--- src/rtl/z88_mem_pkg.sv ---
// z88_mem_pkg: memory-side types and widths shared by Blink, the screen renderer and the SRAM arbiter.
package z88_mem_pkg;
  localparam int MEM_AW = 20;
  localparam int MEM_DW = 8;
  typedef enum logic [1:0] {IDLE, ACCESS, DONE} state_e;
  typedef enum logic {OWN_CPU, OWN_VID} owner_e;
endpackage

--- src/rtl/z88_sram_arbiter.sv ---
// z88_sram_arbiter: CPU-priority sharing of one async SRAM between the Z80/Blink port and LCD fetch.
module z88_sram_arbiter
  import z88_mem_pkg::*;
#(
  parameter int AW         = MEM_AW,
  parameter int DW         = MEM_DW,
  parameter int ACC_CYCLES = 2,
  parameter int STARVE     = 8
) (
  input  logic          clk,
  input  logic          reset_n,
  input  logic          cpu_req,
  input  logic          cpu_we,
  input  logic [AW-1:0] cpu_a,
  input  logic [DW-1:0] cpu_di,
  output logic [DW-1:0] cpu_do,
  output logic          cpu_ack,
  input  logic          vid_req,
  input  logic [AW-1:0] vid_a,
  output logic [DW-1:0] vid_do,
  output logic          vid_ack,
  output logic [AW-1:0] sram_a,
  output logic [DW-1:0] sram_di,
  input  logic [DW-1:0] sram_do,
  output logic          sram_ce_n,
  output logic          sram_oe_n,
  output logic          sram_we_n
);
  localparam int CW = $clog2(ACC_CYCLES);
  localparam int VW = $clog2(STARVE + 1);
  state_e        state_q, state_d;
  owner_e        own_q, own_d;
  logic [CW-1:0] cnt_q, cnt_d;
  logic [VW-1:0] vid_wait_q, vid_wait_d;
  logic [AW-1:0] a_q, a_d;
  logic [DW-1:0] di_q, di_d, cdo_q, cdo_d, vdo_q, vdo_d;
  logic          wr_q, wr_d, ce_q, ce_d, oe_q, oe_d, we_q, we_d;
  logic          cack_q, cack_d, vack_q, vack_d, vid_win, vid_busy;
  assign vid_win  = vid_req && (!cpu_req || vid_wait_q == VW'(STARVE));
  assign vid_busy = state_q != IDLE && own_q == OWN_VID;
  always_comb begin
    state_d    = state_q;
    own_d      = own_q;
    cnt_d      = cnt_q;
    a_d        = a_q;
    di_d       = di_q;
    wr_d       = wr_q;
    cdo_d      = cdo_q;
    vdo_d      = vdo_q;
    ce_d       = 1'b1;
    oe_d       = 1'b1;
    we_d       = 1'b1;
    cack_d     = 1'b0;
    vack_d     = 1'b0;
    vid_wait_d = vid_wait_q;
    unique case (state_q)
      IDLE: if (cpu_req || vid_req) begin
        state_d = ACCESS;
        own_d   = vid_win ? OWN_VID : OWN_CPU;
        wr_d    = !vid_win && cpu_we;
        a_d     = vid_win ? vid_a : cpu_a;
        di_d    = (!vid_win && cpu_we) ? cpu_di : di_q;
        cnt_d   = CW'(ACC_CYCLES - 1);
        ce_d    = 1'b0;
        oe_d    = !vid_win && cpu_we;
      end
      ACCESS: if (cnt_q == '0) begin
        state_d = DONE;
        cack_d  = own_q == OWN_CPU;
        vack_d  = own_q == OWN_VID;
        cdo_d   = (own_q == OWN_CPU && !wr_q) ? sram_do : cdo_q;
        vdo_d   = (own_q == OWN_VID) ? sram_do : vdo_q;
      end else begin
        cnt_d = cnt_q - 1'b1;
        ce_d  = 1'b0;
        oe_d  = wr_q;
        we_d  = !wr_q;
      end
      DONE:    state_d = IDLE;
      default: state_d = IDLE;
    endcase
    // Waiting counts only while video is pending and not already being served
    if (state_q == IDLE && vid_win) vid_wait_d = '0;
    else if (vid_req && !vid_busy && vid_wait_q != VW'(STARVE)) vid_wait_d = vid_wait_q + 1'b1;
  end
  always_ff @(posedge clk or negedge reset_n) begin
    if (!reset_n) begin
      state_q    <= IDLE;
      own_q      <= OWN_CPU;
      cnt_q      <= '0;
      vid_wait_q <= '0;
      a_q        <= '0;
      di_q       <= '0;
      wr_q       <= 1'b0;
      cdo_q      <= '0;
      vdo_q      <= '0;
      ce_q       <= 1'b1;
      oe_q       <= 1'b1;
      we_q       <= 1'b1;
      cack_q     <= 1'b0;
      vack_q     <= 1'b0;
    end else begin
      state_q    <= state_d;
      own_q      <= own_d;
      cnt_q      <= cnt_d;
      vid_wait_q <= vid_wait_d;
      a_q        <= a_d;
      di_q       <= di_d;
      wr_q       <= wr_d;
      cdo_q      <= cdo_d;
      vdo_q      <= vdo_d;
      ce_q       <= ce_d;
      oe_q       <= oe_d;
      we_q       <= we_d;
      cack_q     <= cack_d;
      vack_q     <= vack_d;
    end
  end
  assign sram_a    = a_q;
  assign sram_di   = di_q;
  assign sram_ce_n = ce_q;
  assign sram_oe_n = oe_q;
  assign sram_we_n = we_q;
  assign cpu_do    = cdo_q;
  assign vid_do    = vdo_q;
  assign cpu_ack   = cack_q;
  assign vid_ack   = vack_q;
endmodule

--- config.mk ---
export PLATFORM = sky130hd
export DESIGN_NAME = z88_sram_arbiter
export DESIGN_NICKNAME = d
export VERILOG_FILES = /design/src/rtl/z88_mem_pkg.sv /design/src/rtl/z88_sram_arbiter.sv
export SDC_FILE = /design/constraint.sdc
export NUM_CORES = 1
export LEC_CHECK = 0
export BUFFER_PORTS_ARGS = -buffer_cell sky130_fd_sc_hd__buf_2
export CELL_PAD_IN_SITES_DETAIL_PLACEMENT = 0
export CELL_PAD_IN_SITES_GLOBAL_PLACEMENT = 1
export CORE_ASPECT_RATIO = 1.1
export CORE_MARGIN = 2
export CORE_UTILIZATION = 28
export CTS_CLUSTER_DIAMETER = 50
export CTS_CLUSTER_SIZE = 10
export DETAILED_ROUTE_END_ITERATION = 7
export MAX_ROUTING_LAYER = met4
export PLACE_DENSITY = 0.69
export SLEW_MARGIN = 5
export SYNTH_ARGS = -nofsm -noshare
export SYNTH_HDL_FRONTEND = slang
export SYNTH_SLANG_ARGS = --single-unit
--- constraint.sdc ---
create_clock -name clk -period 2.1 [get_ports clk]
set_input_delay 0.105 -clock clk [delete_from_list [all_inputs] [get_ports clk]]
set_output_delay 0.105 -clock clk [all_outputs]
set_load 0.01 [all_outputs]
==> Word-level counts from Yosys, hierarchy flattened <==
Cells that the tools add are included.
{ "op_classes": {"mux": 22, "mul": 0, "bitwise": 2, "n_div": 0, "reduce_logical": 23, "addsub": 2, "n_shift": 0, "order_cmp": 0, "eq_ne": 5} }
{ "ops": {"columns": ["op", "count"], "rows": [
  ["20-bit two-way mux", 1],
  ["1-bit two-way mux", 13],
  ["3-bit AND reduction", 3],
  ["4-bit two-way mux", 2],
  ["1-bit logical AND", 7],
  ["1-bit one-hot mux with 2 select lines", 3],
  ["2-bit AND reduction", 3],
  ["2-bit nonzero test", 3],
  ["4-bit by 1-bit adder with 4-bit output, second input constant", 1],
  ["4-bit equality test, second input constant", 1],
  ["1-bit logical NOT", 4],
  ["2-bit two-way mux", 2],
  ["2-bit inequality test, second input constant", 2],
  ["4-bit inequality test, second input constant", 1],
  ["2-bit one-hot mux with 2 select lines", 1],
  ["2-bit by 1-bit equality test with 1-bit output, second input constant", 1],
  ["2-bit logical NOT", 1],
  ["1-bit logical OR", 2],
  ["1-bit inverter", 2],
  ["1-bit subtractor, second input constant", 1]
]} }
{ "totals": {"register_bits": 58, "latch_bits": 0, "word_cells": 68, "mem_count": 0, "mem_bits_rw": 0, "mem_bits_ro": 0, "output_inout_bits": 49, "in_bits": 61} }

==> Depth between registers and ports, before layout <==
Gate-level depths: netlist of run 1.
{ "depth": {"depth_word": 7, "depth_mapped": 7, "mapped_depth_nobuf": 5} }

==> Worst setup path after synthesis of run 1 <==
No wires, ideal clock.
{ "synth_path": {"path_kind": "register to register", "from": "reg state_q[1]", "to": "reg vdo_q[0], in the netlist vid_do[0]", "setup_slack_ns": 0.506, "path_stages_with_launch": 6, "required_ns": 1.975, "synth_period_minus_slack_ns": 1.594, "arrival_time_ns": 1.469, "n_path_buf": 1, "path_cell_list": "dfrtp_1 -> or3b_4 -> inv_1 -> and2_1 -> buf_4 -> mux2_2"} }
{ "synth_via": {"elab_chain_cells": 2} }
{ "synth_rtl": {"columns": ["element", "line_no", "source"], "rows": [
  ["from (decl)", "z88_sram_arbiter.sv:31", "state_e state_q, state_d;"],
  ["from (signal assigned)", "z88_sram_arbiter.sv:103", "state_q <= state_d;"],
  ["2-bit by 1-bit equality test with 1-bit output", "z88_sram_arbiter.sv:56", "unique case (state_q)"],
  ["3-bit AND reduction (no line)", null, null],
  ["to (signal assigned)", "z88_sram_arbiter.sv:111", "vdo_q <= vdo_d;"],
  ["to (decl)", "z88_sram_arbiter.sv:36", "logic [DW-1:0] di_q, di_d, cdo_q, cdo_d, vdo_q, vdo_d;"]
]} }
Every way passes these cells.
A chain may end at the register's enable or synchronous reset.

==> Final worst setup path of run 1 <==
{ "layout_path": {"from": "reg state_q[1]", "to": "reg vdo_q[4], in the netlist vid_do[4]"} }
Same word-level chain as after synthesis.

==> results of run 1 <==
cells in the final DEF (no fill, tap or decap), types with 2 or more instances in the layout:
cell type	instances
nand3_1	22
inv_1	26
bufinv_16	3
inv_6	2
clkbuf_8	9
o21ai_0	3
nand2_1	4
o31ai_1	2
nand4_1	23
nor2_1	2
dfstp_2	3
o221ai_1	20
dfrtp_1	55
and2_1	2
dlygate4sd3_1	14
clkinv_4	2
buf_2	109
a21oi_1	6
mux2_2	24
buf_12	2
buf_4	6
ha_1	2
registers in the layout (all words and copies together), names as in the netlist, 2 cells and up:
signal	count
vid_wait_q	4
state_q	2
sram_a	20
cpu_do	8
sram_di	8
vid_do	8
cell type report:
cell class | count | area, µm² | share of cell area (%)
clock inverter | 7 | 125 | 3.39
clock buffer | 9 | 124 | 3.36
inverter | 26 | 97.6 | 2.65
multi-input combinational | 128 | 972 | 26.4
sequential | 58 | 1460 | 39.5
timing repair buffer | 131 | 771 | 20.9
tap | 114 | 143 | 3.87
worst register-to-register path, stage by stage, from the launching register on:
cell and delay [ns]:
dfrtp_1 0.46, or3b_4 0.45, inv_1 0.08, and2_1 0.38, mux2_2 0.39
report_power, final:
| part | internal [W] | switching [W] | total (W) |
|---|---|---|---|
| clock | 0.000800 | 0.000495 | 0.00130 |
| combinational | 0.000983 | 0.00108 | 0.00206 |
| sequential | 0.00166 | 0.000314 | 0.00198 |
| total | 0.00345 | 0.00189 | 0.00534 |
per-stage QoR:
stage / power [W] / utilization [%] / std cells / setup WS [ns]
after floorplan: 0.00325 / - / 230 / 0.506
after global placement: 0.00402 / 36.8 / 443 / 0.196
after detailed placement: 0.00407 / 36.8 / 443 / 0.137
after CTS: 0.00541 / 41.1 / 473 / 0.131
after global routing: 0.00573 / 41.1 / 473 / 0.126
final: 0.00534 / 41.1 / 473 / 0.234
metal layers:
metal | routed length [µm] | share of wire, % | track usage, % | vias up
met3 | 484 | 7.1 | 4.61 | 3
met5 | 0 | 0 | - | -
met4 | 36 | 0.52 | 3.67 | 0
met1 | 2980 | 43 | 18.0 | 1078
met2 | 3360 | 49 | 23.6 | 86
li1 | - | - | - | 1093
final timing paths:
check | startpoint | endpoint | slack [ns] | cells past startpoint
setup / recovery | state_q[1]$_DFFE_PN0P_ | vid_do[4]$_DFFE_PN0P_ | 0.23 | 4
hold / removal | cpu_we | sram_oe_n$_DFF_PN1_ | 0.02 | 3
setup reg to reg | state_q[1]$_DFFE_PN0P_ | vid_do[4]$_DFFE_PN0P_ | 0.23 | 4
hold reg to reg | vid_do[0]$_DFFE_PN0P_ | vid_do[0]$_DFFE_PN0P_ | 0.51 | 1
max in group asynchronous | reset_n | sram_ce_n$_DFF_PN1_ | 1.49 | 3
min in group asynchronous | reset_n | sram_a[11]$_DFFE_PN0P_ | 0.30 | 3
logic make-up after synthesis:
family                     after synthesis
DFF                                     58
muxes                                   24
AOI/OAI and AO/OA                       36
buffers and inverters                   44
and+or+nand+nor                         66
adders and majority gates                2
timing repair:
item                                    in CTS  in global routing
hold buffers                                14                  0
endpoints found under the setup margin       0                  3
endpoints found under the hold margin       73                  0
resized for setup                            0                  1
==> results.txt, run 1 <==
Fmax = 536 MHz
initial antenna violation count = 0
row cnt = 36
Starting Density = 29.1%
CP peak stage delay = 0.46 ns
top_reg_cell synth = dfrtp_1
CP delay by family, top = simple AND/OR/NAND/NOR gates
ys async rst share = 100%
hold crit path type = input port to flip-flop
Clock Tree Buf Depth = 2
Total Routed Length = 6860 µm
crit path max fanout = 9
pwr dens = 1450 mW/mm²
cells after synthesis = 230
Synth Cell Area = 0.00260 mm²
syn avg cell area = 11.3 µm²
ANT cells = 0
area leader, netlist = dfrtp_1
Synth Area in Simple Gates = 15.2%
die width = 96.0 µm
gr ovfl total = 0
Pleak = 1.78 nW
count of cell types in the netlist = 34
most frequent cells after synthesis = 55 x dfrtp_1, 26 x inv_1, 24 x mux2_2
core box area = 0.00896 mm²
Overall Global Routing Usage = 14.7%
Max IR drop VDD = 571 µV
post-synthesis mux area share = 10.4%
DIE HEIGHT = 105 µm
Rel. slew slack = 70.1%
worst skew pair latency = 0.34 ns
largest net degree at the start of global routing = 59
crit end category = flip-flop
DR DRC count = 0
H-tree levels = 3
sequential area share after synthesis = 55.9%
RSZ-0062 raised after global routing = false
largest family of logic cells by synthesized area = simple AND/OR/NAND/NOR gates
port bufs = 109
WP buf/inv = 1
period utilization = 88.9%
first-pass GRT wire length = 11200 µm
routed vias = 2260
master of the slowest instance on the critical path = dfrtp_1
routed len/inst = 14.5 µm
# IOs = 110
Die Footprint = 0.0101 mm²
Detailed Place HPWL = 4740 µm
final hold slack = 0.0167 ns
post-synthesis xor/xnor area fraction = 0%
Post-synth EDFFs = 0
TNS Setup = 0 ns
Final Setup Violations = 0
Syn Nets = 293
Worst-path clk slew = 0.08 ns
fin. max-slew vios = 0
Cell Chain, Critical Path = or3b_4 -> inv_1 -> and2_1 -> mux2_2
WS Path Type = flip-flop to flip-flop
Arrival @ worst endpoint = 2.08 ns
NumNets Final = 417
Pre-antenna DRT Iters = 4
Max Cap Viol = 0
ANT nets after route = 0
initial detailed-routing violation count = 56
Final Hold Vio Count = 0
Synth Area in Adders = 0.961%
root buffer cell = clkbuf_8
worst-margin pin slew = 0.448 ns
Final min period = 1.87 ns
Req. time, crit path = 2.32 ns
Via-to-Cell Ratio = 4.78
CTS tree = built
area share of the largest cell type after synthesis = 52.8%
Num CTS Buffers = 9
Fill cells = 901
final instance area = 0.00369 mm²
share of cells above drive strength 1 = 46.0%
worst clock skew = 0.00971 ns
clk sinks = 58
vias in the first global route = 2300
Area Growth Syn to Fin = 41.5%
critical path launch point type = flip-flop
top post-synthesis cells by area = dfrtp_1 53%, mux2_2 10%, o221ai_1 6.7%, nand4_1 5.5%, nand3_1 4.2%
most common cell in the synthesized netlist = dfrtp_1
gpl congestion = 0.711
Synth Area in Compound Gates = 10.4%
status = finished clean
post-CTS setup buffer count = 0
dpl cell area = 0.00330 mm²
Synth Register Bits = 58
Yosys Warn Count = 0
(Power assumes the default switching activity.)
==> inputs of run 2 (changes only) <==
- CORE_MARGIN: 2 -> 5
- CORE_UTILIZATION: 28 -> 36
- PLACE_DENSITY: 0.69 -> 0.84
==> run 2 against run 1 <==
Compared with the run above:
- worst hold slack worse by 0.0080 ns
- critical path depth stayed put
- largest cell class unchanged
- global-route usage is 0.90 points higher
- core utilization is 9.5 points higher
- register-to-register slack better by 0.04 ns
- via count is 1.3% higher
- critical path type unchanged
- flip-flop and latch count stayed put
==> results.txt, run 2 (synthesis gave the netlist of run 1 again) <==
Clock Tree Buf Depth = 2 (unchanged)
Fmax = 548 MHz (was 536 MHz)
Sw Share = 37.1% (was 35.4%)
row cnt = 32 (was 36)
Flop pwr share = 38.8% (was 37.1%)
Worst-path clk slew = 0.07 ns (was 0.08 ns)
Final Setup Violations = 0 (unchanged)
routed vias = 2290 (was 2260)
Pleak = 1.74 nW (was 1.78 nW)
max reg flops = 20 (unchanged)
port bufs = 109 (unchanged)
Via-to-Cell Ratio = 5.16 (was 4.78)
Max IR drop VDD = 1030 µV (was 571 µV)
Total Routed Length = 6870 µm (was 6860 µm)
routed len/inst = 15.5 µm (was 14.5 µm)
post-CTS setup buffer count = 0 (unchanged)
CTS tree = built (unchanged)
Num CTS Buffers = 9 (unchanged)
worst clock skew = 0.00872 ns (was 0.00971 ns)
Starting Density = 37.0% (was 29.1%)
WS Path Type = flip-flop to flip-flop (unchanged)
vias in the first global route = 2314 (was 2300)
crit end category = flip-flop (unchanged)
RSZ-0062 raised after global routing = false (unchanged)
net switching power figure = 0.00189 W (about the same)
R2R setup slack = 0.28 ns (was 0.23 ns)
worst skew pair latency = 0.33 ns (was 0.34 ns)
ANT nets after route = 0 (unchanged)
critical path launch point type = flip-flop (unchanged)
worst-margin pin slew = 0.435 ns (was 0.448 ns)
hold crit path type = input port to flip-flop (unchanged)
clk sinks = 58 (unchanged)
Fill cells = 651 (was 901)
Final min period = 1.82 ns (was 1.87 ns)
most common cell after layout, fill and taps aside = buf_2 (unchanged)
# IOs = 110 (unchanged)
first-pass GRT wire length = 11300 µm (was 11200 µm)
gpl congestion = 0.730 (was 0.711)
fin. max-slew vios = 0 (unchanged)
core box area = 0.00705 mm² (was 0.00896 mm²)
pwr dens = 1430 mW/mm² (was 1450 mW/mm²)
Overall Global Routing Usage = 15.6% (was 14.7%)
die width = 91.1 µm (was 96.0 µm)
Finished Core Util = 50.6% (was 41.1%)
initial antenna violation count = 0 (unchanged)
status = finished clean (unchanged)
TNS Setup = 0 ns (unchanged)
Final Hold Vio Count = 0 (unchanged)
Rel. slew slack = 70.9% (was 70.1%)
largest net degree at the start of global routing = 28 (was 59)
combinational share of power = 40.7% (was 38.7%)
share of cells above drive strength 1 = 46.8% (was 46.0%)
Max Cap Viol = 0 (unchanged)
internal power = 0.00320 W (was 0.00345 W)
most frequent cells in the layout = 109 x buf_2, 55 x dfrtp_1, 26 x inv_1, 24 x mux2_2, 23 x nand4_1 (unchanged)
initial detailed-routing violation count = 125 (was 56)
Req. time, crit path = 2.32 ns (about the same)
Pre-antenna DRT Iters = 4 (unchanged)
root buffer cell = clkbuf_8 (unchanged)
period utilization = 86.9% (was 88.9%)
Arrival @ worst endpoint = 2.04 ns (was 2.08 ns)
Detailed Place HPWL = 4980 µm (was 4740 µm)
gr ovfl total = 0 (unchanged)
H-tree levels = 3 (unchanged)
clock power share = 20.4% (was 24.3%)
DR DRC count = 0 (unchanged)
DIE HEIGHT = 99.2 µm (was 105 µm)
ANT cells = 0 (unchanged)
Area Growth Syn to Fin = 37.0% (was 41.5%)
crit path max fanout = 9 (unchanged)
NumNets Final = 417 (unchanged)
Die Footprint = 0.00904 mm² (was 0.0101 mm²)
run 2: cell types whose count changed in the layout (fill, tap and decap cells not counted), sizes merged:
cell | previous run | this run
inv | 28 | 27
clkinvlp | 0 | 3
bufinv | 3 | 1
dlygate4sd3 | 14 | 10
buf | 117 | 121
run 2: metrics by stage:
step / hold WS (ns) / cell area [µm²] / setup slack (ns) / instances / total power, W
4_1_cts: 0.000565 / 3540 / 0.256 / 441 / 0.00516
3_3_place_gp: 0.0362 / 3270 / 0.316 / 418 / 0.00402
5_1_grt: -0.000227 / 3570 / 0.162 / 444 / 0.00547
3_5_place_dp: 0.0371 / 3270 / 0.266 / 418 / 0.00408
6_report: 0.00869 / 3570 / 0.275 / 444 / 0.00509
2_1_floorplan: -0.191 / 2610 / 0.506 / 230 / 0.00325
run 2: layout make-up:
class / count / area, µm² / share of cell area (%)
clock buffers: 9 / 124 / 3.47
clock inverters: 7 / 78.8 / 2.21
inverters: 26 / 97.6 / 2.73
multi-input cells: 128 / 971 / 27.2
flip-flops and latches: 58 / 1460 / 40.8
well taps: 85 / 106 / 2.98
repair buffers: 131 / 736 / 20.6
run 2: worst max-delay path, cell delays in order, from the launching register on:
cell	delay [ns]
dfrtp_1	0.45
or3b_4	0.45
inv_1	0.08
and2_1	0.35
mux2_2	0.38
run 2: final timing paths:
kind,startpoint,end,depth (start not counted)
setup / recovery,state_q[1]$_DFFE_PN0P_,vid_do[2]$_DFFE_PN0P_,4
max in group asynchronous,reset_n,sram_ce_n$_DFF_PN1_,3
hold / removal,cpu_we,sram_oe_n$_DFF_PN1_,3
hold reg to reg,cnt_q$_DFFE_PN0P_,sram_ce_n$_DFF_PN1_,1
min in group asynchronous,reset_n,sram_a[13]$_DFFE_PN0P_,2
setup reg to reg,state_q[1]$_DFFE_PN0P_,vid_do[2]$_DFFE_PN0P_,4
run 2: repair_timing:
item                       4_1_cts  5_1_grt
resized for setup                0        0
setup endpoints to repair        0        0
hold buffers                     7        3
hold endpoints to repair        20        3
run 2: per-layer routing:
layer | global-route usage, % | vias to the layer above | wire (µm)
met3 | 5.67 | 9 | 548
met2 | 24.9 | 92 | 3330
met1 | 18.7 | 1097 | 2920
met4 | 4.51 | 0 | 60
li1 | - | 1092 | -
met5 | - | - | 0
run 2: power groups by stage:
stage                     logic, W  registers (W)  clock network [W]
after floorplan            0.00107        0.00218                  0
after global placement     0.00204        0.00198                  0
after detailed placement   0.00209        0.00199                  0
after CTS                  0.00210        0.00198            0.00107
after global routing       0.00229        0.00206            0.00113
final                      0.00207        0.00198            0.00104
